### config.mk
export PLATFORM = sky130hd
export DESIGN_NAME = mux_rr_arbiter
export DESIGN_NICKNAME = d
export VERILOG_FILES = /design/src/rtl/mux_arb_pkg.sv /design/src/rtl/rr_pick.sv /design/src/rtl/mux_rr_arbiter.sv
export SDC_FILE = /design/constraint.sdc
export NUM_CORES = 1
export LEC_CHECK = 0
export CAP_MARGIN = 20
export CORE_MARGIN = 2
export CORE_UTILIZATION = 55
export DETAILED_ROUTE_END_ITERATION = 16
export MAX_ROUTING_LAYER = met4
export PLACE_DENSITY = 0.79
export SLEW_MARGIN = 20
export SYNTH_ARGS = -nofsm -noshare
export SYNTH_HDL_FRONTEND = slang
export SYNTH_SLANG_ARGS = --single-unit
### constraint.sdc
create_clock -name clk -period 6 [get_ports clk]
set_clock_uncertainty 0.05 [all_clocks]
set_input_delay 0.9 -clock clk [delete_from_list [all_inputs] [get_ports clk]]
set_output_delay 0.9 -clock clk [all_outputs]
set_load 0.005 [all_outputs]
### src/rtl/mux_arb_pkg.sv
// mux_arb_pkg: shared sizes and state type for the round-robin mux arbiter.
package mux_arb_pkg;
    localparam int N_REQ = 8;
    localparam int SEL_W = 3;
    localparam int CNT_W = 4;
    typedef enum logic {IDLE, BUSY} state_t;
endpackage

### src/rtl/rr_pick.sv
// rr_pick: combinational round-robin search for the first set req bit at or after start.
module rr_pick
    import mux_arb_pkg::*;
(
    input  logic [N_REQ-1:0] req,
    input  logic [SEL_W-1:0] start,
    output logic [SEL_W-1:0] idx,
    output logic             found
);
    logic [N_REQ-1:0] rot;
    logic [SEL_W-1:0] off;
    always_comb begin
        rot = N_REQ'({req, req} >> start);
        off = '0;
        for (int i = N_REQ - 1; i >= 0; i--) if (rot[i]) off = SEL_W'(i);
        idx = start + off;
        found = |req;
    end
endmodule

### src/rtl/mux_rr_arbiter.sv
// mux_rr_arbiter: round-robin grant sequencer driving a shared 8:1 select with registered data.
// Define ARB_GRANT_COUNT_EN to add the saturating grant_count output.
module mux_rr_arbiter
    import mux_arb_pkg::*;
#(
    parameter int DATA_W    = 1,
    parameter int MAX_BURST = 4
) (
    input  logic                    clk,
    input  logic                    reset,
    input  logic [N_REQ-1:0]        req,
    input  logic [N_REQ*DATA_W-1:0] data,
    output logic [N_REQ-1:0]        gnt,
    output logic [SEL_W-1:0]        sel,
    output logic                    busy,
    output logic [DATA_W-1:0]       y,
    output logic                    y_valid
`ifdef ARB_GRANT_COUNT_EN
    ,
    output logic [7:0]              grant_count
`endif
);
    state_t state, state_n;
    logic [SEL_W-1:0] ptr, start, idx;
    logic [CNT_W-1:0] cnt;
    logic found, release_now, grant_start;
    logic [DATA_W-1:0] y_sel;

    rr_pick u_pick (.req(req), .start(start), .idx(idx), .found(found));

    // on release the search starts just past the current owner, so it is considered last
    always_comb begin
        release_now = state == BUSY && (!req[sel] || cnt == CNT_W'(MAX_BURST));
        start = release_now ? sel + SEL_W'(1) : ptr;
        grant_start = found && (state == IDLE || release_now);
        state_n = (state == BUSY && !release_now) || grant_start ? BUSY : IDLE;
        y_sel = data[sel*DATA_W +: DATA_W];
    end

    always_ff @(posedge clk) begin
        if (reset) begin
            state   <= IDLE;
            ptr     <= '0;
            cnt     <= '0;
            gnt     <= '0;
            sel     <= '0;
            busy    <= 1'b0;
            y       <= '0;
            y_valid <= 1'b0;
        end else begin
            state   <= state_n;
            busy    <= state_n == BUSY;
            y_valid <= state == BUSY;
            if (state == BUSY) y <= y_sel;
            if (release_now) ptr <= sel + SEL_W'(1);
            if (grant_start) begin
                sel <= idx;
                gnt <= N_REQ'(1) << idx;
                cnt <= CNT_W'(1);
            end else if (release_now) gnt <= '0;
            else if (state == BUSY) cnt <= cnt + CNT_W'(1);
        end
    end

`ifdef ARB_GRANT_COUNT_EN
    always_ff @(posedge clk) begin
        if (reset) grant_count <= '0;
        else if (grant_start && grant_count != 8'hFF) grant_count <= grant_count + 8'd1;
    end
`endif
endmodule
==> impl_metrics.json, run 1 <==
{
  "arrival_ns": 5.53,
  "timing.critical_path.from_type": "input pin",
  "synth.net_count": 312,
  "comb_power_share_pct": 72.6,
  "gr-total-overflow": 0,
  "timing.fmax_mhz": 186,
  "worst_ir_drop_vdd_mv": 0.327,
  "antenna_found_initial": 0,
  "starting_utilization_of_the_core_area_pct": 56.3,
  "post-dp-hpwl_um": 4360,
  "clkSinkCount": 21,
  "grt_pass1_wl_um": 9580,
  "sequential_cell_area_um2": 420,
  "yosysWarningCount": 0,
  "crit_path_max_fanout": 11,
  "syn2layout_area_growth_pct": 17.8,
  "antenna_left": 0,
  "cts-root-buf": "sky130_fd_sc_hd__clkbuf_8",
  "finalNonFillerCells": 364,
  "swShare_pct": 49.7,
  "cts.clk_slew.worst_paths_ns": 0.08,
  "yosysMostFrequentCell": "sky130_fd_sc_hd__nor2_1",
  "ys.flop_type": "sky130_fd_sc_hd__dfxtp_1",
  "number_of_library_cell_types_mapped_by_synthesis": 57,
  "cts_htree_levels": 1,
  "first_global_vias": 2033,
  "core_area_um2": 3940,
  "via_per_instance_ratio": 6.34,
  "placement.io_buffers": 31,
  "synth.top_cells.by_count": "sky130_fd_sc_hd__nor2_1 (36), sky130_fd_sc_hd__nand2_1 (30), sky130_fd_sc_hd__nand3_1 (24), sky130_fd_sc_hd__dfxtp_1 (21), sky130_fd_sc_hd__mux2i_1 (21)",
  "timing.critical_path.slowest_cell_delay_ns": 0.68,
  "pwr_density_cell_nw_per_um2": 433,
  "async_reset_ff_share_pct": 0,
  "clk_latency_ns": 0.26,
  "numCtsBuffers": 3,
  "drive_gt1_share_pct": 13.4,
  "hold_violations": 0,
  "max_cap_violations": 0,
  "ys_seq_elements": 21,
  "post-cts-setup-buffers": 0,
  "pnr_worst_setup_slack_ns": 0.631,
  "cts_repair_resizes": 0,
  "die_area_um2": 4560,
  "yosys.area.top_type_share_pct": 19.0,
  "worst_slew_margin_rel_pct": 52.5,
  "synth_sequential_area_ratio_pct": 19.0,
  "leakage_uw": 0.000982,
  "drt_wl_total_um": 5780,
  "p_seq_share_pct": 19.2,
  "net-switching-power_uw": 562,
  "report.final.slew_viol_count": 0,
  "setup_total_negative_slack_ns": 0,
  "cts_tree": "done",
  "grt.total_usage_pct": 28.0,
  "timing_worst_setup_path_type": "input pin to flip-flop",
  "dr.first_iter.drc_count": 308,
  "cp-end-kind": "flip-flop",
  "io-pin-count": 32,
  "cts-root-to-sink-buffers": 2,
  "post_drt_wl_per_cell_um": 15.9,
  "cellInternalPower_uw": 569,
  "netlist_area_um2": 2220,
  "synthesis.instances": 289,
  "rows": 23,
  "pre_cts_ws_ns": 0.411,
  "finalHoldWorstSlack_ns": 0.420,
  "drt-pass1-iter-count": 5,
  "final-setup-viol-count": 0,
  "synth_edf_count": 0,
  "synth_top_cells_by_area": "sky130_fd_sc_hd__dfxtp_1 (19%), sky130_fd_sc_hd__mux2i_1 (9.5%), sky130_fd_sc_hd__nor2_1 (6.1%), sky130_fd_sc_hd__mux4_2 (6.1%), sky130_fd_sc_hd__nand3_1 (5.4%)",
  "critPathMostFrequentCell": "sky130_fd_sc_hd__nand3_1",
  "outcome": "completed",
  "yosysTopAreaCell": "sky130_fd_sc_hd__dfxtp_1",
  "die_x_um": 67.5,
  "placed_cells_incl_taps": 360,
  "worstPathRequired_ns": 6.16,
  "n_fill_cell": 313,
  "path_cells": "clkdlybuf4s50_1, nand2b_1, nand2_1, nand3_1, o211ai_1, a21boi_2, buf_4, o311ai_0, o22ai_1, a21oi_1, o21ai_0, nand2_1, fa_1, or4b_2, nor2_1, nand3_1, nand3_1",
  "slowest_stage": "sky130_fd_sc_hd__or4b_2",
  "finish.net_count": 338,
  "gp_congestion": 0.941,
  "drt_drc_violations_left": 0,
  "ff2ff_setup_slack_ns": 0.83,
  "post_syn_area_per_cell_um2": 7.68,
  "postCtsHoldBufs": 0,
  "layout_worst_path_cycle_share_pct": 89.5,
  "setup_repair_after_global_routing_missed_its_margin": "no",
  "die_height_um": 67.5,
  "worst_pin_slew_ns": 0.711,
  "hold_path_class": "flip-flop to flip-flop",
  "period_needed_ns": 5.37,
  "multi_input_comb_area_um2": 1650,
  "grt_start_max_net_pins": 20,
  "antennaDiodeCount": 0,
  "fin_util_pct": 66.3,
  "share_clk_of_total_power_pct": 8.2,
  "detailroute.via_count": 2309
}
[path summary, 6_finish.rpt]
check | start | endpoint | depth (start not counted)
worst max-delay path | req[0] | gnt[6] | 17
worst min-delay path | gnt[2] | gnt[2] | 2
worst max register to register | sel[0] | gnt[6] | 17
worst min register to register | gnt[2] | gnt[2] | 2
[per-stage QoR]
step                      total power [µW]  area, µm²
after floorplan                        836       2220
after global placement                1010       2570
after detailed placement              1020       2570
after CTS                             1120       2610
after global routing                  1220       2610
final                                 1130       2610
[power groups by stage]
stage	Combinational, µW	Clock (µW)	Sequential [µW]
3_3_place_gp	797	0	218
2_1_floorplan	646	0	190
4_1_cts	810	92.4	216
3_5_place_dp	800	0	219
5_1_grt	896	99.7	222
6_report	821	92.7	217
[layout by cell type, fill, tap and decap left out, types with 6 or more instances in the layout]
master                            count
sky130_fd_sc_hd__nor2_1              36
sky130_fd_sc_hd__o21ai_0             14
sky130_fd_sc_hd__a21oi_1              8
sky130_fd_sc_hd__mux2_2               7
sky130_fd_sc_hd__o22ai_1              7
sky130_fd_sc_hd__inv_1                8
sky130_fd_sc_hd__nand2_1             30
sky130_fd_sc_hd__clkdlybuf4s50_1     31
sky130_fd_sc_hd__nor3_1              12
sky130_fd_sc_hd__nand3_1             24
sky130_fd_sc_hd__buf_4               12
sky130_fd_sc_hd__dfxtp_1             21
sky130_fd_sc_hd__mux4_2               6
sky130_fd_sc_hd__mux2i_1             21
[cell families (layout without fill, tap and decap cells)]
kind of cell             count (synthesis)  in the layout  share of synthesized area (%)
flip-flops                              21             21                           19.0
multiplexers                            34             34                           19.1
AO/OA/AOI/OAI                           58             58                           18.8
adder cells (fa/ha/maj)                  5              5                           3.16
XOR/XNOR                                 6              6                           2.37
buffers and inverters                   31             56                           6.77
AND/OR/NAND/NOR                        134            134                           30.8
[layout make-up]
| class | count | share of cell area [%] |
|---|---|---|
| clock inverters | 1 | 0.191 |
| clock buffers | 3 | 1.58 |
| well taps | 50 | 2.39 |
| flip-flops and latches | 21 | 16.1 |
| inverters | 9 | 1.39 |
| multi-input cells | 237 | 63.0 |
| repair buffers | 43 | 15.3 |
[state kept, by name, indices dropped and copies added (netlist names)]
register	cells
sel	3
cnt	4
state	1
y_valid	1
ptr	3
gnt	8
y	1
[critical path: cells and delay by family]
kind | cells | cell delay, ns
AOI/OAI and AO/OA | 6 | 1.64
buffers and inverters | 2 | 0.87
and+or+nand+nor | 8 | 1.56
adders and majority gates | 1 | 0.54
[routing by layer]
metal / vias up / GRT usage, % / wire [µm]
met4: 0 / 7.91 / 80
met5: - / - / 0
met2: 100 / 44.1 / 2660
met1: 1083 / 38.9 / 2690
met3: 8 / 1.33 / 345
li1: 1118 / - / -
Note: power is estimated with default switching activity, not from simulation.
==> run 2, diff against run 1 <==
- SETUP_SLACK_MARGIN: unset -> 0.4
==> impl_metrics.json, run 2 (synthesis results as in run 1) <==
{
  "finalNonFillerCells": 365,
  "timing.critical_path.slowest_cell_delay_ns": 0.68,
  "timing.critical_path.to": "gnt[6]",
  "post-dp-hpwl_um": 4360,
  "postCtsHoldBufs": 0,
  "numCtsBuffers": 3,
  "grt.total_usage_pct": 28.0,
  "first_global_vias": 2033,
  "drive_gt1_share_pct": 14.9,
  "most-common-layout-cells": "sky130_fd_sc_hd__nor2_1 (36), sky130_fd_sc_hd__clkdlybuf4s50_1 (31), sky130_fd_sc_hd__nand2_1 (30)",
  "max_cap_violations": 0,
  "final-setup-viol-count": 0,
  "worstReg2RegStart": "sel[0]",
  "top_register": "gnt",
  "leakage_uw": 0.00100,
  "ff2ff_setup_slack_ns": 0.84,
  "core_area_um2": 3940,
  "worstRegToRegCells": 18,
  "placement.io_buffers": 31,
  "finish.net_count": 339,
  "cts_htree_levels": 1,
  "report.final.slew_viol_count": 0,
  "drt_drc_violations_left": 0,
  "finalHoldWorstSlack_ns": 0.422,
  "hold_path_class": "flip-flop to flip-flop",
  "reg.largest.list": "gnt (8), cnt (4)",
  "path_cells": "clkdlybuf4s50_1, nor2b_1, or4b_4, and2_1, buf_4, a21oi_2, o21ai_0, buf_4, a31oi_1, a21oi_1, o21ai_0, nand2_1, fa_1, or4b_2, nor2_1, nand3_1, nand3_1",
  "worst_ir_drop_vdd_mv": 0.324,
  "period_needed_ns": 5.33,
  "pwr_density_cell_nw_per_um2": 439,
  "outcome": "completed",
  "gp_congestion": 0.941,
  "drt-pass1-iter-count": 5,
  "cts_tree": "done",
  "timing.fmax_mhz": 188,
  "timing.critical_path.max_delay_family": "simple AND/OR/NAND/NOR gates",
  "pre_cts_ws_ns": 0.411,
  "layout_worst_path_cycle_share_pct": 88.8,
  "critical_path.n_buffers_inverters": 3,
  "worst_slew_margin_rel_pct": 53.5,
  "cts.clk_slew.worst_paths_ns": 0.08,
  "timing_worst_setup_path_type": "input pin to flip-flop",
  "clk_latency_ns": 0.26,
  "setup_repair_after_global_routing_missed_its_margin": "no",
  "largest_register_ff_count": 8,
  "placed_cells_incl_taps": 360,
  "io-pin-count": 32,
  "rows": 23,
  "drt_wl_total_um": 5880,
  "dr.first_iter.drc_count": 299,
  "clkSinkCount": 21,
  "rr_endpoint": "gnt[6]",
  "layout.cells.most_common": "sky130_fd_sc_hd__nor2_1",
  "hold_violations": 0,
  "grt_start_max_net_pins": 20,
  "pnr_worst_setup_slack_ns": 0.675,
  "timing.critical_path.from_type": "input pin",
  "slowest_stage": "sky130_fd_sc_hd__or4b_2",
  "arrival_ns": 5.49,
  "die_x_um": 67.5,
  "starting_utilization_of_the_core_area_pct": 56.3,
  "crit_cells": 17,
  "n_fill_cell": 310,
  "crit_path_max_fanout": 7,
  "setup_total_negative_slack_ns": 0,
  "grt_pass1_wl_um": 9580,
  "worstPathRequired_ns": 6.16,
  "cts-root-buf": "sky130_fd_sc_hd__clkbuf_8",
  "crit_path_start": "req[4]",
  "syn2layout_area_growth_pct": 19.7,
  "cp-end-kind": "flip-flop",
  "post_drt_wl_per_cell_um": 16.1,
  "via_per_instance_ratio": 6.33,
  "gr-total-overflow": 0,
  "detailroute.via_count": 2309,
  "cts-root-to-sink-buffers": 2,
  "antenna_found_initial": 0,
  "worst_pin_slew_ns": 0.696,
  "die_area_um2": 4560,
  "die_height_um": 67.5,
  "antenna_left": 0,
  "antennaDiodeCount": 0
}
==> run 2: worst min path at each step <==
stage           start      to  slack [ns]  cells after the start
2_1_floorplan  gnt[2]  gnt[2]        0.40                      2
3_3_place_gp   gnt[7]  gnt[7]        0.40                      2
3_5_place_dp   gnt[0]  gnt[0]        0.41                      2
4_1_cts        gnt[2]  gnt[2]        0.43                      2
5_1_grt        gnt[2]  gnt[2]        0.44                      2
6_report       gnt[0]  gnt[0]        0.42                      2
==> run 2: layer usage <==
metal | GRT usage (%) | part of all wire (%)
met2 | 44.1 | 46
met4 | 7.91 | 1.6
met5 | - | 0
met3 | 1.33 | 5.9
met1 | 38.9 | 47
==> run 2: power breakdown <==
part / internal, µW / switching (µW) / total, µW / leakage (µW)
logic: 375 / 481 / 856 / 0.000802
registers: 168 / 49.3 / 217 / 0.000172
clock network: 46.3 / 46.6 / 92.9 / 0.0000255
total: 589 / 577 / 1170 / 0.00100
==> run 2: stage by stage <==
stage               util (%)  power, µW  area, µm²
floorplan                  -        836       2220
global placement        65.1       1010       2570
detailed placement      65.1       1020       2570
CTS                     66.3       1120       2610
global route            67.3       1250       2660
finish                  67.3       1170       2660
==> run 2: worst min-delay path, delay by kind of cell (launching register included) <==
family | cells | cell delay [ns]
flops | 1 | 0.33
simple gates | 2 | 0.12
==> run 2: layout make-up <==
| type | instances | area, µm² | share of cell area, % |
|---|---|---|---|
| repair buffers | 44 | 408 | 15.4 |
| multi-input cells | 237 | 1680 | 63.3 |
| well taps | 50 | 62.6 | 2.36 |
| inverters | 9 | 36.3 | 1.37 |
| clock inverters | 1 | 5.00 | 0.189 |
| flip-flops and latches | 21 | 420 | 15.8 |
| clock buffers | 3 | 41.3 | 1.56 |
==> run 2: what timing repair did <==
item | in CTS | in global routing
resized for setup | 0 | 6
hold endpoints to repair | 0 | 0
endpoints found under the setup margin | 0 | 2
buffers inserted | 0 | 1
==> run 3, diff against run 2 <==
- PLACE_DENSITY: 0.79 -> 0.93
==> impl_metrics.json, run 3 (synthesis results as in run 1) <==
{
  "largest_register_ff_count": 8,
  "setup_repair_after_global_routing_missed_its_margin": "no",
  "layout.cells.most_common": "sky130_fd_sc_hd__nor2_1",
  "worst_pin_slew_ns": 0.702,
  "post_drt_wl_per_cell_um": 18.3,
  "crit_cells": 17,
  "timing.critical_path.from_type": "input pin",
  "period_needed_ns": 5.41,
  "detailroute.via_count": 2437,
  "die_area_um2": 4560,
  "cts_htree_levels": 1,
  "hold_path_class": "flip-flop to flip-flop",
  "met3_wire_length_um": 610,
  "min_path_cells": 2,
  "worstRegToRegCells": 18,
  "n_fill_cell": 284,
  "postPlaceCellArea_um2": 2540,
  "layout_worst_path_cycle_share_pct": 90.1,
  "worst_ir_drop_vdd_mv": 0.335,
  "fin_util_pct": 66.4,
  "wirelength_met1_um": 2610,
  "cts-root-to-sink-buffers": 2,
  "timing.critical_path.max_delay_family": "simple AND/OR/NAND/NOR gates",
  "pnr_worst_setup_slack_ns": 0.594,
  "reg.largest.list": "gnt (8), cnt (4)",
  "max_cap_violations": 0,
  "dr.first_iter.drc_count": 231,
  "outcome": "completed",
  "ff2ff_setup_slack_ns": 0.88,
  "report.final.slew_viol_count": 0,
  "cts.clk_slew.worst_paths_ns": 0.08,
  "cp-end-kind": "flip-flop",
  "rows": 23,
  "wl_met2_um": 3190,
  "starting_utilization_of_the_core_area_pct": 56.3,
  "gp_congestion": 0.938,
  "final_design_area_no_fill_um2": 2620,
  "setup_total_negative_slack_ns": 0,
  "final-setup-viol-count": 0,
  "leakage_uw": 0.000989,
  "rr_endpoint": "gnt[2]",
  "crit_path_start": "req[7]",
  "numCtsBuffers": 3,
  "antennaDiodeCount": 0,
  "timing_worst_setup_path_type": "input pin to flip-flop",
  "antenna_found_initial": 0,
  "pre_cts_ws_ns": 0.141,
  "grt_pass1_wl_um": 10500,
  "slowest_stage": "sky130_fd_sc_hd__or4b_2",
  "arrival_ns": 5.56,
  "cts-root-buf": "sky130_fd_sc_hd__clkbuf_8",
  "most-common-layout-cells": "sky130_fd_sc_hd__nor2_1 (36), sky130_fd_sc_hd__nand2_1 (30), sky130_fd_sc_hd__clkdlybuf4s50_1 (30)",
  "grt_start_max_net_pins": 20,
  "clkSinkCount": 21,
  "timing.fmax_mhz": 185,
  "post-cts-setup-buffers": 0,
  "hold_violations": 0,
  "crit_path_max_fanout": 8,
  "critical_path.n_buffers_inverters": 2,
  "die_height_um": 67.5,
  "antenna_left": 0,
  "syn2layout_area_growth_pct": 18.0,
  "finish.net_count": 335,
  "drive_gt1_share_pct": 12.5,
  "timing.critical_path.to": "gnt[2]",
  "io-pin-count": 32,
  "route.top_layer_used": "met4",
  "gr-total-overflow": 0,
  "drt_drc_violations_left": 0,
  "core_area_um2": 3940,
  "post-dp-hpwl_um": 4720,
  "worst_slew_margin_rel_pct": 52.9,
  "drt_wl_total_um": 6610,
  "first_global_vias": 2248,
  "cts_tree": "done",
  "grt.total_usage_pct": 31.0,
  "path_cells": "clkdlybuf4s50_1, nand2_1, nand4b_1, and2_1, a21oi_4, o21ai_0, mux2i_1, o21a_1, nor2_1, a221oi_1, ha_1, inv_1, fa_1, or4b_2, nor2_1, o21ai_0, nand3_1",
  "finalHoldWorstSlack_ns": 0.409,
  "timing.critical_path.slowest_cell_delay_ns": 0.69,
  "clk_latency_ns": 0.26,
  "pwr_density_cell_nw_per_um2": 447,
  "via_per_instance_ratio": 6.75,
  "drt-pass1-iter-count": 6,
  "top_register": "gnt",
  "worstReg2RegStart": "sel[0]",
  "die_x_um": 67.5,
  "placement.io_buffers": 31,
  "worstPathRequired_ns": 6.16
}
==> run 3: final cells by class <==
| type | count | area, µm² | area share [%] |
|---|---|---|---|
| clock buffer | 4 | 45.0 | 1.72 |
| inverter | 9 | 36.3 | 1.39 |
| multi-input combinational | 237 | 1670 | 63.9 |
| sequential | 21 | 420 | 16.1 |
| tap | 50 | 62.6 | 2.39 |
| timing repair buffer | 40 | 380 | 14.5 |
==> run 3: power breakdown <==
part / total (µW) / leakage, µW / internal [µW] / switching (µW)
clock: 94.0 / 0.0000228 / 47.4 / 46.6
combinational: 861 / 0.000795 / 362 / 499
sequential: 217 / 0.000172 / 168 / 49.0
==> run 3: how the worst min path moves through the flow <==
stage	start	to	slack, ns
finish	gnt[2]	gnt[2]	0.41
global route	gnt[2]	gnt[2]	0.44
CTS	gnt[2]	gnt[2]	0.42
global placement	gnt[2]	gnt[2]	0.40
detailed placement	gnt[2]	gnt[2]	0.40
floorplan	gnt[2]	gnt[2]	0.40
==> run 3: worst reg2reg max path, delay by kind of cell, from the launching register on <==
family / cells / cell delay, ns
AOI/OAI and AO/OA: 4 / 0.97
adders and majority gates: 2 / 0.72
buffers and inverters: 2 / 0.38
DFF: 1 / 0.68
muxes: 2 / 0.43
and+or+nand+nor: 8 / 1.86
==> run 3: stage by stage <==
step,std cells,power (µW)
floorplan,289,836
global placement,357,995
detailed placement,357,1020
CTS,361,1130
global route,361,1250
finish,361,1170
==> run 3: metal layers <==
layer  track usage, %  vias up
li1                 -     1106
met1             37.6     1146
met2             50.5      153
met3             7.50       32
met4             10.5        0
met5                -        -
==> run 3: timing repair <==
action                                 CTS  global route
setup endpoints to repair                2             9
gates resized for setup                  1             4
hold buffers                             0             0
endpoints found under the hold margin    0             0
